File: src/rtl/cpu_ctrl_pkg.sv
// Shared control-word layout, Psel/state encodings and status bit indices
// for the multi-cycle LEGv8 control path.
package cpu_ctrl_pkg;

  localparam int CW_W     = 31;
  localparam int PSEL_HI  = 30;
  localparam int PSEL_LO  = 29;
  localparam int DA_HI    = 28;
  localparam int DA_LO    = 24;
  localparam int SA_HI    = 23;
  localparam int SA_LO    = 19;
  localparam int SB_HI    = 18;
  localparam int SB_LO    = 14;
  localparam int FSEL_HI  = 13;
  localparam int FSEL_LO  = 9;
  localparam int REG_W    = 8;
  localparam int RAM_W    = 7;
  localparam int EN_MEM   = 6;
  localparam int EN_ALU   = 5;
  localparam int EN_B     = 4;
  localparam int EN_PC    = 3;
  localparam int BSEL     = 2;
  localparam int PCSEL    = 1;
  localparam int SL       = 0;

  typedef enum logic [1:0] {
    PSEL_HOLD = 2'b00,
    PSEL_INC  = 2'b01,
    PSEL_ABS  = 2'b10,
    PSEL_REL  = 2'b11
  } psel_e;

  localparam logic [1:0] ST_FETCH = 2'b00;

  localparam int STAT_V = 3;
  localparam int STAT_C = 2;
  localparam int STAT_Z = 1;
  localparam int STAT_N = 0;

  function automatic psel_e get_psel(input logic [CW_W-1:0] cw);
    return psel_e'(cw[PSEL_HI:PSEL_LO]);
  endfunction

endpackage

File: src/rtl/fetch_sequencer_if.sv
// Decoder-facing bundle of the fetch sequencer: control inputs from the
// per-opcode decoders and the instruction/state/status feedback to them.
interface fetch_sequencer_if;
  logic [30:0] control_word;
  logic [1:0]  next_state;
  logic [63:0] k;
  logic [63:0] data_in;
  logic [3:0]  alu_status;
  logic [31:0] imem_data;
  logic [63:0] imem_addr;
  logic [31:0] instruction;
  logic [1:0]  state;
  logic [3:0]  status;
  logic [63:0] pc_link;
  logic        pc_link_en;
  logic        align_fault;
  logic [31:0] retired;

  modport master (
    output control_word, next_state, k, data_in, alu_status, imem_data,
    input  imem_addr, instruction, state, status, pc_link, pc_link_en,
           align_fault, retired
  );

  modport slave (
    input  control_word, next_state, k, data_in, alu_status, imem_data,
    output imem_addr, instruction, state, status, pc_link, pc_link_en,
           align_fault, retired
  );
endinterface

File: src/rtl/fetch_sequencer_pc_next_logic.sv
// Combinational next-PC selection and misaligned-target detection.
import cpu_ctrl_pkg::*;

module pc_next_logic #(
  parameter int PC_W = 64
) (
  input  logic [PC_W-1:0] pc,
  input  psel_e           psel,
  input  logic            pcsel,
  input  logic [PC_W-1:0] k,
  input  logic [PC_W-1:0] data_in,
  output logic [PC_W-1:0] pc_next,
  output logic            misaligned
);

  logic [PC_W-1:0] off;
  logic [PC_W-1:0] pc_plus4;

  assign off      = pcsel ? k : data_in;
  assign pc_plus4 = pc + PC_W'(4);

  always_comb begin
    pc_next    = pc;
    misaligned = 1'b0;
    case (psel)
      PSEL_HOLD: pc_next = pc;
      PSEL_INC:  pc_next = pc_plus4;
      PSEL_ABS: begin
        pc_next    = {data_in[PC_W-1:2], 2'b00};
        misaligned = (data_in[1:0] != 2'b00);
      end
      PSEL_REL:  pc_next = pc_plus4 + {off[PC_W-3:0], 2'b00};
      default:   pc_next = pc;
    endcase
  end

endmodule

File: src/rtl/fetch_sequencer.sv
// Fetch front end: PC, instruction register, micro-state, status flags,
// sticky alignment fault and retired-instruction counter.
import cpu_ctrl_pkg::*;

module fetch_sequencer #(
  parameter logic [63:0] RESET_PC = 64'h0,
  parameter int          PC_W     = 64
) (
  input  logic              clock,
  input  logic              reset,
  input  logic              stall,
  fetch_sequencer_if.slave  bus
);

  logic [PC_W-1:0] pc_q, pc_d;
  logic [31:0]     ir_q, ir_d;
  logic [1:0]      state_q, state_d;
  logic [3:0]      status_q, status_d;
  logic            fault_q, fault_d;
  logic [31:0]     retired_q, retired_d;

  logic [PC_W-1:0] pc_next;
  logic            misaligned;
  logic            unused_cw;

  assign unused_cw = ^{bus.control_word[DA_HI:EN_B], bus.control_word[BSEL]};

  pc_next_logic #(.PC_W(PC_W)) u_pc_next (
    .pc         (pc_q),
    .psel       (get_psel(bus.control_word)),
    .pcsel      (bus.control_word[PCSEL]),
    .k          (bus.k),
    .data_in    (bus.data_in),
    .pc_next    (pc_next),
    .misaligned (misaligned)
  );

  always_comb begin
    pc_d      = pc_q;
    ir_d      = ir_q;
    state_d   = state_q;
    status_d  = status_q;
    fault_d   = fault_q;
    retired_d = retired_q;
    if (!stall) begin
      pc_d    = pc_next;
      state_d = bus.next_state;
      if (state_q == ST_FETCH)
        ir_d = bus.imem_data;
      if (bus.control_word[SL])
        status_d = bus.alu_status;
      if (misaligned)
        fault_d = 1'b1;
      if (bus.next_state == ST_FETCH)
        retired_d = retired_q + 32'd1;
    end
  end

  always_ff @(posedge clock) begin
    if (!reset) begin
      pc_q      <= RESET_PC;
      ir_q      <= '0;
      state_q   <= ST_FETCH;
      status_q  <= '0;
      fault_q   <= 1'b0;
      retired_q <= '0;
    end else begin
      pc_q      <= pc_d;
      ir_q      <= ir_d;
      state_q   <= state_d;
      status_q  <= status_d;
      fault_q   <= fault_d;
      retired_q <= retired_d;
    end
  end

  // In the fetch state the decoders see memory directly; later micro-states
  // use the latched copy so an early PC update cannot disturb them.
  assign bus.instruction = (state_q == ST_FETCH) ? bus.imem_data : ir_q;
  assign bus.imem_addr   = pc_q;
  assign bus.pc_link     = pc_q + PC_W'(4);
  assign bus.pc_link_en  = bus.control_word[EN_PC];
  assign bus.state       = state_q;
  assign bus.status      = status_q;
  assign bus.align_fault = fault_q;
  assign bus.retired     = retired_q;

endmodule
File: src/flat_wrapper.sv
// flat-port wrapper written by rule: the top's interface ports become plain ports
module fetch_sequencer_flat 
#(
  parameter logic [63:0] RESET_PC = 64'h0,
  parameter int          PC_W     = 64
)
  (clock, reset, stall, bus_control_word, bus_next_state, bus_k, bus_data_in, bus_alu_status, bus_imem_data, bus_imem_addr, bus_instruction, bus_state, bus_status, bus_pc_link, bus_pc_link_en, bus_align_fault, bus_retired);
  fetch_sequencer_if bus_i ();
  input  logic clock;
  input  logic reset;
  input  logic stall;
  input wire logic [$bits(bus_i.control_word)-1:0] bus_control_word;
  input wire logic [$bits(bus_i.next_state)-1:0] bus_next_state;
  input wire logic [$bits(bus_i.k)-1:0] bus_k;
  input wire logic [$bits(bus_i.data_in)-1:0] bus_data_in;
  input wire logic [$bits(bus_i.alu_status)-1:0] bus_alu_status;
  input wire logic [$bits(bus_i.imem_data)-1:0] bus_imem_data;
  output wire logic [$bits(bus_i.imem_addr)-1:0] bus_imem_addr;
  output wire logic [$bits(bus_i.instruction)-1:0] bus_instruction;
  output wire logic [$bits(bus_i.state)-1:0] bus_state;
  output wire logic [$bits(bus_i.status)-1:0] bus_status;
  output wire logic [$bits(bus_i.pc_link)-1:0] bus_pc_link;
  output wire logic [$bits(bus_i.pc_link_en)-1:0] bus_pc_link_en;
  output wire logic [$bits(bus_i.align_fault)-1:0] bus_align_fault;
  output wire logic [$bits(bus_i.retired)-1:0] bus_retired;
  assign bus_i.control_word = bus_control_word;
  assign bus_i.next_state = bus_next_state;
  assign bus_i.k = bus_k;
  assign bus_i.data_in = bus_data_in;
  assign bus_i.alu_status = bus_alu_status;
  assign bus_i.imem_data = bus_imem_data;
  assign bus_imem_addr = bus_i.imem_addr;
  assign bus_instruction = bus_i.instruction;
  assign bus_state = bus_i.state;
  assign bus_status = bus_i.status;
  assign bus_pc_link = bus_i.pc_link;
  assign bus_pc_link_en = bus_i.pc_link_en;
  assign bus_align_fault = bus_i.align_fault;
  assign bus_retired = bus_i.retired;
  fetch_sequencer #(.RESET_PC(RESET_PC), .PC_W(PC_W)) u_core (.clock(clock), .reset(reset), .stall(stall), .bus(bus_i));
endmodule
File: config.mk
export PLATFORM = sky130hd
export DESIGN_NAME = fetch_sequencer_flat
export DESIGN_NICKNAME = d
export VERILOG_FILES = /design/src/rtl/cpu_ctrl_pkg.sv /design/src/rtl/fetch_sequencer_if.sv /design/src/rtl/fetch_sequencer_pc_next_logic.sv /design/src/rtl/fetch_sequencer.sv /design/src/flat_wrapper.sv
export SDC_FILE = /design/constraint.sdc
export NUM_CORES = 1
export LEC_CHECK = 0
export CAP_MARGIN = 25
export CORE_MARGIN = 2
export CORE_UTILIZATION = 40
export DETAILED_ROUTE_END_ITERATION = 6
export DONT_BUFFER_PORTS = 1
export GPL_TIMING_DRIVEN = 0
export PLACE_DENSITY = 0.59
export SLEW_MARGIN = 40
export SYNTH_ARGS = -nofsm -noshare
export SYNTH_HDL_FRONTEND = slang
export SYNTH_HIERARCHICAL = 1
export SYNTH_SLANG_ARGS = --single-unit
File: constraint.sdc
create_clock -name clock -period 6.5 [get_ports clock]
set_input_delay 1.3 -clock clock [delete_from_list [all_inputs] [get_ports clock]]
set_output_delay 1.3 -clock clock [all_outputs]
set_load 0.02 [all_outputs]
==> impl_metrics.tcl <==
set metrics [dict create \
    yosys_warnings 6 \
    r2r_setup_slack_ns 0.44 \
    ys_types 90 \
    end_kind "flop" \
    fp.dieW_um 199.8 \
    status "completed" \
    syn_area_mm2 0.01533 \
    cts-root-buf "clkbuf_16" \
    maxCapViolCount 0 \
    syn_inst 1971 \
    fin_nets 2268 \
    cts_buffers 17 \
    placed_area_mm2 0.01599 \
    cts_tree "built" \
    r2r_end "u_core/bus.imem_addr[56]" \
    crit_fanout 9 \
    p_clk_share_pct 31.5 \
    fin_skew_ns 0.009329 \
    drc 0 \
    wl_per_cell_um 25.24 \
    p_leak_nw 7.001 \
    firstDrtPassIters 6 \
    die_h_um 199.8 \
    grt_overflow_total 0 \
    power.internal_mw 1.856 \
    pre_cts_ws_ns 0.2861 \
    arrival_ns 6.43 \
    startpoint_type "flop" \
    grt_pass1_vias 14479 \
    relSlewSlack_pct 41.90 \
    gp_congestion 0.9793 \
    grt_max_degree 17 \
    slowest_delay_ns 0.67 \
    drive_above_1_share_pct 11.08 \
    rows 71 \
    combinationalPowerShare_pct 35.3 \
    grt_first_pass_wirelength_um 90130 \
    maxSlewViolCount 0 \
    r2r_start "u_core/bus.imem_addr[6]" \
    cts-resized-gates 0 \
    crit_required_ns 6.86 \
    fin_crit_sh_pct 93.27 \
    powerDensity_mw_per_mm2 188.5 \
    netlist.area_leader.share_pct 17.63 \
    critPathSlowestCell "dfxtp_1" \
    antenna_cells 0 \
    clockBufferDepth 2 \
    worst_pin_slew_ns 0.8715 \
    vias_per_cell 6.078 \
    yosys.area.top_type "dfxtp_1" \
    area_growth_pct 8.243 \
    cpMostUsedCell "buf_2" \
    post-route-util_pct 44.06 \
    synth-seq-cells 135 \
    antenna_left 0 \
    min_delay_path_depth 2 \
    htree_levels 4 \
    worst-path-buf-inv 4 \
    synthFlopType "dfxtp_1" \
    vias 15279 \
    yosysMostFrequentCell "nand2_1" \
    postLayoutCellArea_mm2 0.01659 \
    min_period_ns 6.063 \
    rsz0062_at_grt "no" \
    yosysSeqAreaShare_pct 17.63 \
    dieArea_mm2 0.03991 \
    initial_utilization_pct 40.70 \
    fin_setup_tns_ns 0 \
    clkTransAtPathRegs_ns 0.06 \
    grt_usage_pct 30.41 \
    p_sw_mw 1.272 \
    cts_setup_buffers 0 \
    reg2reg_depth 24 \
    synth_fp_nets 2248 \
    synthTopCellsByArea "dfxtp_1 (18%), xnor2_1 (8.0%), mux2_2 (7.3%), mux2i_1 (6.9%), ha_1 (6.2%)" \
    numClockSinks 135 \
    routed_wl_um 63460 \
    drt-initial-drc-count 1342 \
    cp_top_family "simple AND/OR/NAND/NOR gates" \
    holdWs_ns 0.5690 \
    pwr-share-seq_pct 33.2 \
    peakVddDrop_mv 0.1775 \
    layout_setup_ws_ns 0.4373 \
    hp-class "reg2reg" \
    cts_hold_buf 0 \
    async_flop_share_pct 0 \
    p_sw_share_pct 40.66 \
    design.core.area_mm2 0.03767 \
    io_pins 400 \
    portBuffers 0 \
    hpwl_um 50910 \
    fill_cells 3950 \
    max_freq_mhz 164.9 \
    stdcell_count 2514 \
    power.total_mw 3.128 \
    synth_edf_count 0 \
    min_from "u_core/ir_q[18]" \
    dpl.cell_count 2483 \
    hold_violations 0 \
    finalSetupViolCount 0 \
    syn_area_per_cell_um2 7.778 \
    clock_latency_ns 0.43 \
    crit_type "reg2reg" \
    hold_end "u_core/ir_q[18]" \
    antenna_found_initial 3 \
    synth.top_cells.by_count "nand2_1 (149), xnor2_1 (140), dfxtp_1 (135), nor2_1 (135), a21oi_1 (122)" \
    worstPathCellList "buf_2 > nand4_1 > nor3_2 > and3_2 > buf_2 > and3_1 > buf_2 > and3_1 > buf_2 > nand2_1 > nor2_1 > xor2_1 > ha_1 > nand2_1 > nor2_1 > nand3_1 > nor4_1 > a211oi_1 > o21a_1 > o31a_1 > or4_1 > nand3_1 > mux2i_1 > nor2b_1" \
]
[kinds of logic after synthesis]
group | synth area share [%]
and+or+nand+nor | 27.14
AOI/OAI and AO/OA | 16.49
xor gates and xnor gates | 13.42
muxes | 14.35
buffers and inverters | 4.652
DFF | 17.63
adders and majority gates | 6.333
[layer usage]
layer	share of wire, %	wire length, µm	GRT usage, %	vias up
li1	-	-	-	7127
met1	41	25760	37.55	7281
met2	48	30400	52.56	752
met3	8.1	5163	5.864	115
met4	3.3	2106	10.97	4
met5	0.036	23	0	-
[placed cells by master, fill, tap and decap left out, types with 19 or more instances in the layout]
master	instances
nor2_1	135
o211a_1	33
nand4_1	72
nand3_1	86
a21oi_1	122
buf_2	23
a31oi_1	19
mux2i_1	105
inv_1	50
and3_1	38
xnor2_1	140
nand2_1	149
xor2_1	93
dfxtp_1	133
and4_1	20
clkbuf_1	81
nor2b_1	83
ha_1	76
a21o_1	35
and2_1	33
o21ai_0	59
mux2_2	99
nand2b_1	35
nor3_1	35
[layout make-up]
type / count / area [µm²] / area share, %
buffer: 125 / 531.8 / 3.204
clock buffer: 17 / 425.4 / 2.564
clock inverter: 14 / 165.2 / 0.9952
inverter: 51 / 191.4 / 1.154
multi-input combinational: 1660 / 11930 / 71.86
sequential: 135 / 2705 / 16.30
tap: 511 / 639.4 / 3.853
timing repair buffer: 1 / 11.26 / 0.06786
[power groups by stage]
stage	Clock, mW	Sequential (mW)	Combinational (mW)
6_report	0.985	1.04	1.10
5_1_grt	1.04	1.05	1.19
4_1_cts	1.00	1.04	1.09
3_5_place_dp	0	1.06	1.08
3_3_place_gp	0	1.05	1.07
2_1_floorplan	0	1.00	0.816
[how the worst max path moves through the flow]
stage                                  startpoint                       end  slack, ns  depth (start not counted)
after floorplan               bus_control_word[1]  u_core/bus.imem_addr[59]       1.70                         16
after global placement        bus_control_word[1]  u_core/bus.imem_addr[60]      -0.14                         15
after detailed placement  u_core/bus.imem_addr[2]  u_core/bus.imem_addr[56]       0.29                         24
after CTS                 u_core/bus.imem_addr[2]  u_core/bus.imem_addr[56]       0.24                         24
after global routing      u_core/bus.imem_addr[6]  u_core/bus.imem_addr[56]       0.06                         24
final                     u_core/bus.imem_addr[6]  u_core/bus.imem_addr[56]       0.44                         24
[flip-flops by register name, summed over array words and instances (netlist names)]
| signal | flops |
|---|---|
| u_core/bus.align_fault | 1 |
| u_core/bus.imem_addr | 64 |
| u_core/bus.retired | 32 |
| u_core/bus.state | 2 |
| u_core/bus.status | 4 |
| u_core/ir_q | 32 |
[tightest hold or removal path, cell delays in order, from the launching register on]
cell,delay (ns)
dfxtp_1,0.31
nand2b_1,0.10
o211a_1,0.13
(Power assumes the default switching activity.)
==> variant 1, RTL diff (same flow settings) <==
`ir_q` no longer has a reset.
--- a/src/rtl/fetch_sequencer.sv
+++ b/src/rtl/fetch_sequencer.sv
@@ -60,5 +60,4 @@
     if (!reset) begin
       pc_q      <= RESET_PC;
-      ir_q      <= '0;
       state_q   <= ST_FETCH;
       status_q  <= '0;
@@ -67,5 +66,4 @@
     end else begin
       pc_q      <= pc_d;
-      ir_q      <= ir_d;
       state_q   <= state_d;
       status_q  <= status_d;
@@ -73,4 +71,8 @@
       retired_q <= retired_d;
     end
+  end
+
+  always_ff @(posedge clock) begin
+    ir_q <= ir_d;
   end
 
Behaviour: no difference found for any inputs over 4 cycles, from zero or initial values and one cycle with reset low; that may be too few to reach the edited logic, so the function may still have changed.
==> variant 1 against the original RTL <==
  * Wire length shrank 7.4%
  * Worst hold slack gained 0.065 ns
  * Synthesized area shrank 2.9%
  * Non-clock buffer count shrank 9
  * Worst setup slack lost 0.18 ns
  * Synthesized cell count shrank 6.0%
  * Sequential cell count is the same
  * Total power shrank 2.5%
  * Clock skew is essentially flat
  * Design area shrank 2.9%
  * Critical path type unchanged
  * Largest cell class unchanged
==> variant 1: results <==
metrics = {
    "setup_path": {
        "critical-path-max-stage-delay_ns": 0.85,
        "worst_path_max_delay_cell": "nor4_2",
        "crit_fanout": 13,
    },
    "logic_synthesis": {
        "ys_types": 84,
        "synth_edf_count": 32,
        "synth_fp_nets": 2130,
        "synth-xor-area-share_pct": 14.7,
        "synth_compound_area_share_pct": 13.1,
        "yosysSeqAreaShare_pct": 20.3,
        "synth.area.mux_share_pct": 15.7,
        "yosys-top-cells-area": "dfxtp_1 14%, xnor2_1 8.6%, mux2i_1 7.8%",
        "synth_top_cells_by_count": "161 x nand2_1, 146 x xnor2_1, 117 x nor2_1",
        "yosys.area_share.adder_pct": 6.52,
    },
    "final_layout": {
        "final_nets": 2152,
        "largest_reg_flops": 64,
        "drive_gt1_share_pct": 11.1,
    },
    "placed_design": {
        "routabilityCongestion": 0.970,
        "io_buffers": 0,
        "hpwl_mm": 47.1,
    },
    "detailed_routing": {
        "avgRoutedWirePerCell_um": 24.9,
        "drtIter0Drc": 1364,
        "vias": 14400,
    },
    "global_routing": {
        "grt_max_degree": 34,
        "grt_antenna_before_repair": 2,
        "grt_first_pass_wirelength_mm": 86.0,
        "grt_use_total_pct": 29.4,
    },
    "hold_path": {
        "hp-class": "flop to flop",
        "min_from": "u_core/bus.status[3]$_SDFFE_PN0P_",
    },
    "sta": {
        "relSlewSlack_pct": 41.2,
        "skew_ns": 0.00981,
    },
    "floorplanning": {
        "start_util_pct": 40.7,
    },
    "outcome": {
        "status": "completed",
    },
    "pwr": {
        "p_leak_uw": 0.00650,
        "peakVddDrop_mv": 0.175,
    },
    "cts": {
        "postCtsSetupBuffers": 0,
        "clk-insertion-delay-late_ns": 0.44,
    },
}
## variant 1: power by group
| group | switching (uW) | total (uW) | internal, uW |
|---|---|---|---|
| Combinational | 640 | 1030 | 388 |
| Clock | 413 | 956 | 543 |
| Sequential | 154 | 1070 | 914 |
| Total | 1210 | 3050 | 1840 |
## variant 1: final timing paths
path                                                               to  slack [ns]  depth (start not counted)
worst min register to register      u_core/bus.status[3]$_SDFFE_PN0P_        0.63                          2
worst max register to register  u_core/bus.imem_addr[63]$_SDFFE_PN0N_        0.25                         18
worst max-delay path            u_core/bus.imem_addr[63]$_SDFFE_PN0N_        0.25                         18
worst min-delay path                u_core/bus.status[3]$_SDFFE_PN0P_        0.63                          2
## variant 1: worst register-to-register path: stages (launching register included)
cell	delay, ns
dfxtp_1	0.76
and3_1	0.25
buf_2	0.17
nand4_1	0.24
nor4_2	0.85
nand4_1	0.39
or2_1	0.38
xnor2_1	0.16
ha_1	0.30
clkbuf_1	0.33
nand4_1	0.24
nor4_1	0.52
nand2_1	0.11
a21oi_1	0.35
o2111ai_1	0.23
a311o_1	0.35
a311o_1	0.32
mux2i_1	0.15
nor2b_1	0.06
## variant 1: cell families after synthesis
kind of cell / after synthesis
AO/OA/AOI/OAI: 309
XOR/XNOR: 249
adder cells (fa/ha/maj): 77
buffers and inverters: 154
flip-flops: 135
multiplexers: 219
AND/OR/NAND/NOR: 710
## variant 1: through the flow
step	hold slack, ns	worst slack [ns]	cell area [sq um]	std cells
after CTS	0.637	0.234	16100	2356
after global placement	0.628	-0.188	15500	2321
final	0.634	0.253	16100	2356
after detailed placement	0.635	0.235	15500	2324
after floorplan	0.581	1.69	14900	1853
after global routing	0.664	0.0414	16100	2356
## variant 1: final cells by class
type                       count  area (sq um)
fill                        3738         20500
multi-input combinational   1564         11300
sequential                   135          3020
tap                          468           586
buffer                       114           494
clock buffer                  20           447
inverter                      40           150
clock inverter                12           119
timing repair buffer           3          17.5
## variant 1: per-layer routing
metal  vias up  track usage [%]  part of all wire, %
met2       643             46.9                   46
li1       6689                -                    -
met1      6944             39.6                   44
met5         -                0                0.012
met4         2             11.0                  3.4
met3        96             5.00                  7.5
==> variant 2, RTL diff (same flow settings) <==
Made on the original files. Make the reset (`reset`) asynchronous in one clocked block.
--- a/src/rtl/fetch_sequencer.sv
+++ b/src/rtl/fetch_sequencer.sv
@@ -57,5 +57,5 @@
   end
 
-  always_ff @(posedge clock) begin
+  always_ff @(posedge clock or negedge reset) begin
     if (!reset) begin
       pc_q      <= RESET_PC;
Behaviour: differs if reset is asserted again (counterexample within 4 cycles, from zero or initial values and one cycle with reset low); with reset held inactive, the same outputs for 4 cycles.
==> variant 2 against the original RTL <==
  * Global-route usage grew 0.054 points
  * Die area shrank 4.6%
  * Synthesized area shrank 4.7%
  * Worst hold slack lost 0.064 ns
  * Count of clock-buffer cells in the layout grew 1
  * Maximum frequency shrank 2.5%
  * Worst setup slack lost 0.16 ns
  * Design area shrank 4.5%
  * Wire length shrank 6.3%
  * Sequential cell count is the same
  * Highest routed layer is now met4
Power is not compared: it rests on default switching activity, and its combinational part moved more than twofold at a synthesized area within 25%.
==> variant 2: results <==
metrics = {
    "sta": {
        "relSlewSlack_pct": 39.0,
        "skew_ns": 0.0125,
        "fin_crit_ns": 6.22,
    },
    "final_layout": {
        "n_all_buffers": 92,
        "n_fill_cell": 3782,
        "nClkBuffers": 18,
        "clock_area_share_pct": 3.80,
        "inverters": 40,
        "multi_input_area_sq_um": 10700,
        "drive_gt1_share_pct": 15.7,
        "diodes": 2,
        "multi_input_gates": 1479,
        "sh_seq_area_pct": 21.3,
        "largest_reg_flops": 64,
        "flops_and_latches": 135,
        "buf_share_pct": 2.59,
    },
    "global_routing": {
        "grt_max_degree": 136,
        "grt_use_total_pct": 30.5,
        "grt_antenna_before_repair": 1,
        "grt_first_pass_wirelength_mm": 86.7,
        "grt_pass1_vias": 13600,
    },
    "logic_synthesis": {
        "synthArstFlopShare_pct": 100,
        "yosysSeqAreaShare_pct": 23.1,
        "synth_top_cells_by_count": "199 x mux2_2, 161 x nand2_1, 138 x nor2_1",
        "synth_area_per_cell_sq_um": 8.38,
        "yosys-top-cells-area": "dfrtp_1 23%, mux2_2 15%, xnor2_1 7.8%",
        "netlist.top_cell.by_area": "dfrtp_1",
        "synth_warnings": 6,
        "ys_types": 79,
        "synth_fp_nets": 2022,
    },
    "pwr": {
        "netSwitchingPower_uw": 4050,
    },
    "setup_path": {
        "endpoint": "u_core/bus.imem_addr[56]$_DFFE_PN0N_",
        "crit_fanout": 10,
        "reg2reg_depth": 21,
        "reg2reg_slack_ns": 0.28,
        "worst_path_max_delay_cell": "dfrtp_1",
        "arrival_ns": 6.55,
        "crit-reg2reg-launch": "u_core/bus.imem_addr[11]$_DFFE_PN0N_",
        "critical-path-max-stage-delay_ns": 0.62,
    },
    "placed_design": {
        "hpwl_mm": 46.2,
        "io_buffers": 0,
        "place_ws_ns": -0.296,
        "routabilityCongestion": 0.969,
        "place_area_sq_um": 15200,
    },
    "outcome": {
        "status": "completed",
    },
    "hold_path": {
        "min_path_cells": 1,
        "min_from": "u_core/ir_q[22]$_DFFE_PN0N_",
        "min_delay_worst_endpoint": "u_core/ir_q[22]$_DFFE_PN0N_",
    },
    "detailed_routing": {
        "drtIter0Drc": 1114,
        "first_pass_iters": 7,
        "vias": 13900,
        "routed_wl_mm": 59.5,
    },
}
-- variant 2: metrics by stage --
| stage | hold slack, ns | power, uW | setup TNS, ns | util, % | cells |
|---|---|---|---|---|---|
| 2_1_floorplan | 0.477 | 5190 | 0 | - | 1745 |
| 3_3_place_gp | 0.486 | 6280 | -3.26 | 41.9 | 2213 |
| 3_5_place_dp | 0.492 | 6320 | -0.387 | 42.0 | 2213 |
| 4_1_cts | 0.511 | 7390 | 0 | 43.6 | 2245 |
| 5_1_grt | 0.522 | 7930 | 0 | 43.7 | 2247 |
| 6_report | 0.505 | 7440 | 0 | 43.7 | 2248 |
-- variant 2: cells by family (layout without fill, tap and decap cells) --
| logic type | Yosys count | after routing | share of synthesized area, % |
|---|---|---|---|
| and+or+nand+nor | 603 | 603 | 20.5 |
| muxes | 236 | 236 | 18.0 |
| adders and majority gates | 77 | 77 | 6.64 |
| DFF | 135 | 135 | 23.1 |
| AOI/OAI and AO/OA | 314 | 314 | 13.3 |
| buffers and inverters | 131 | 164 | 3.63 |
| other | 0 | 2 | 0 |
| xor gates and xnor gates | 249 | 249 | 14.9 |
-- variant 2: power by group through the flow --
stage                     clock network (uW)  registers (uW)  logic, uW
after CTS                               1060            2090       4240
final                                   1030            2100       4310
after global placement                     0            2090       4190
after detailed placement                   0            2110       4220
after floorplan                            0            1830       3370
after global routing                    1090            2160       4680
-- variant 2: repair_timing --
| item | in CTS | in global routing |
|---|---|---|
| cloned | 0 | 0 |
| gates resized for setup | 1 | 3 |
| endpoints found under the setup margin | 2 | 11 |
| setup buffers | 0 | 1 |
-- variant 2: layer usage --
layer	routed length (um)	vias up	track usage, %
li1	-	6363	-
met1	23900	6746	37.7
met2	27200	656	49.2
met3	5920	109	9.17
met4	2400	0	13.1
met5	0	-	0
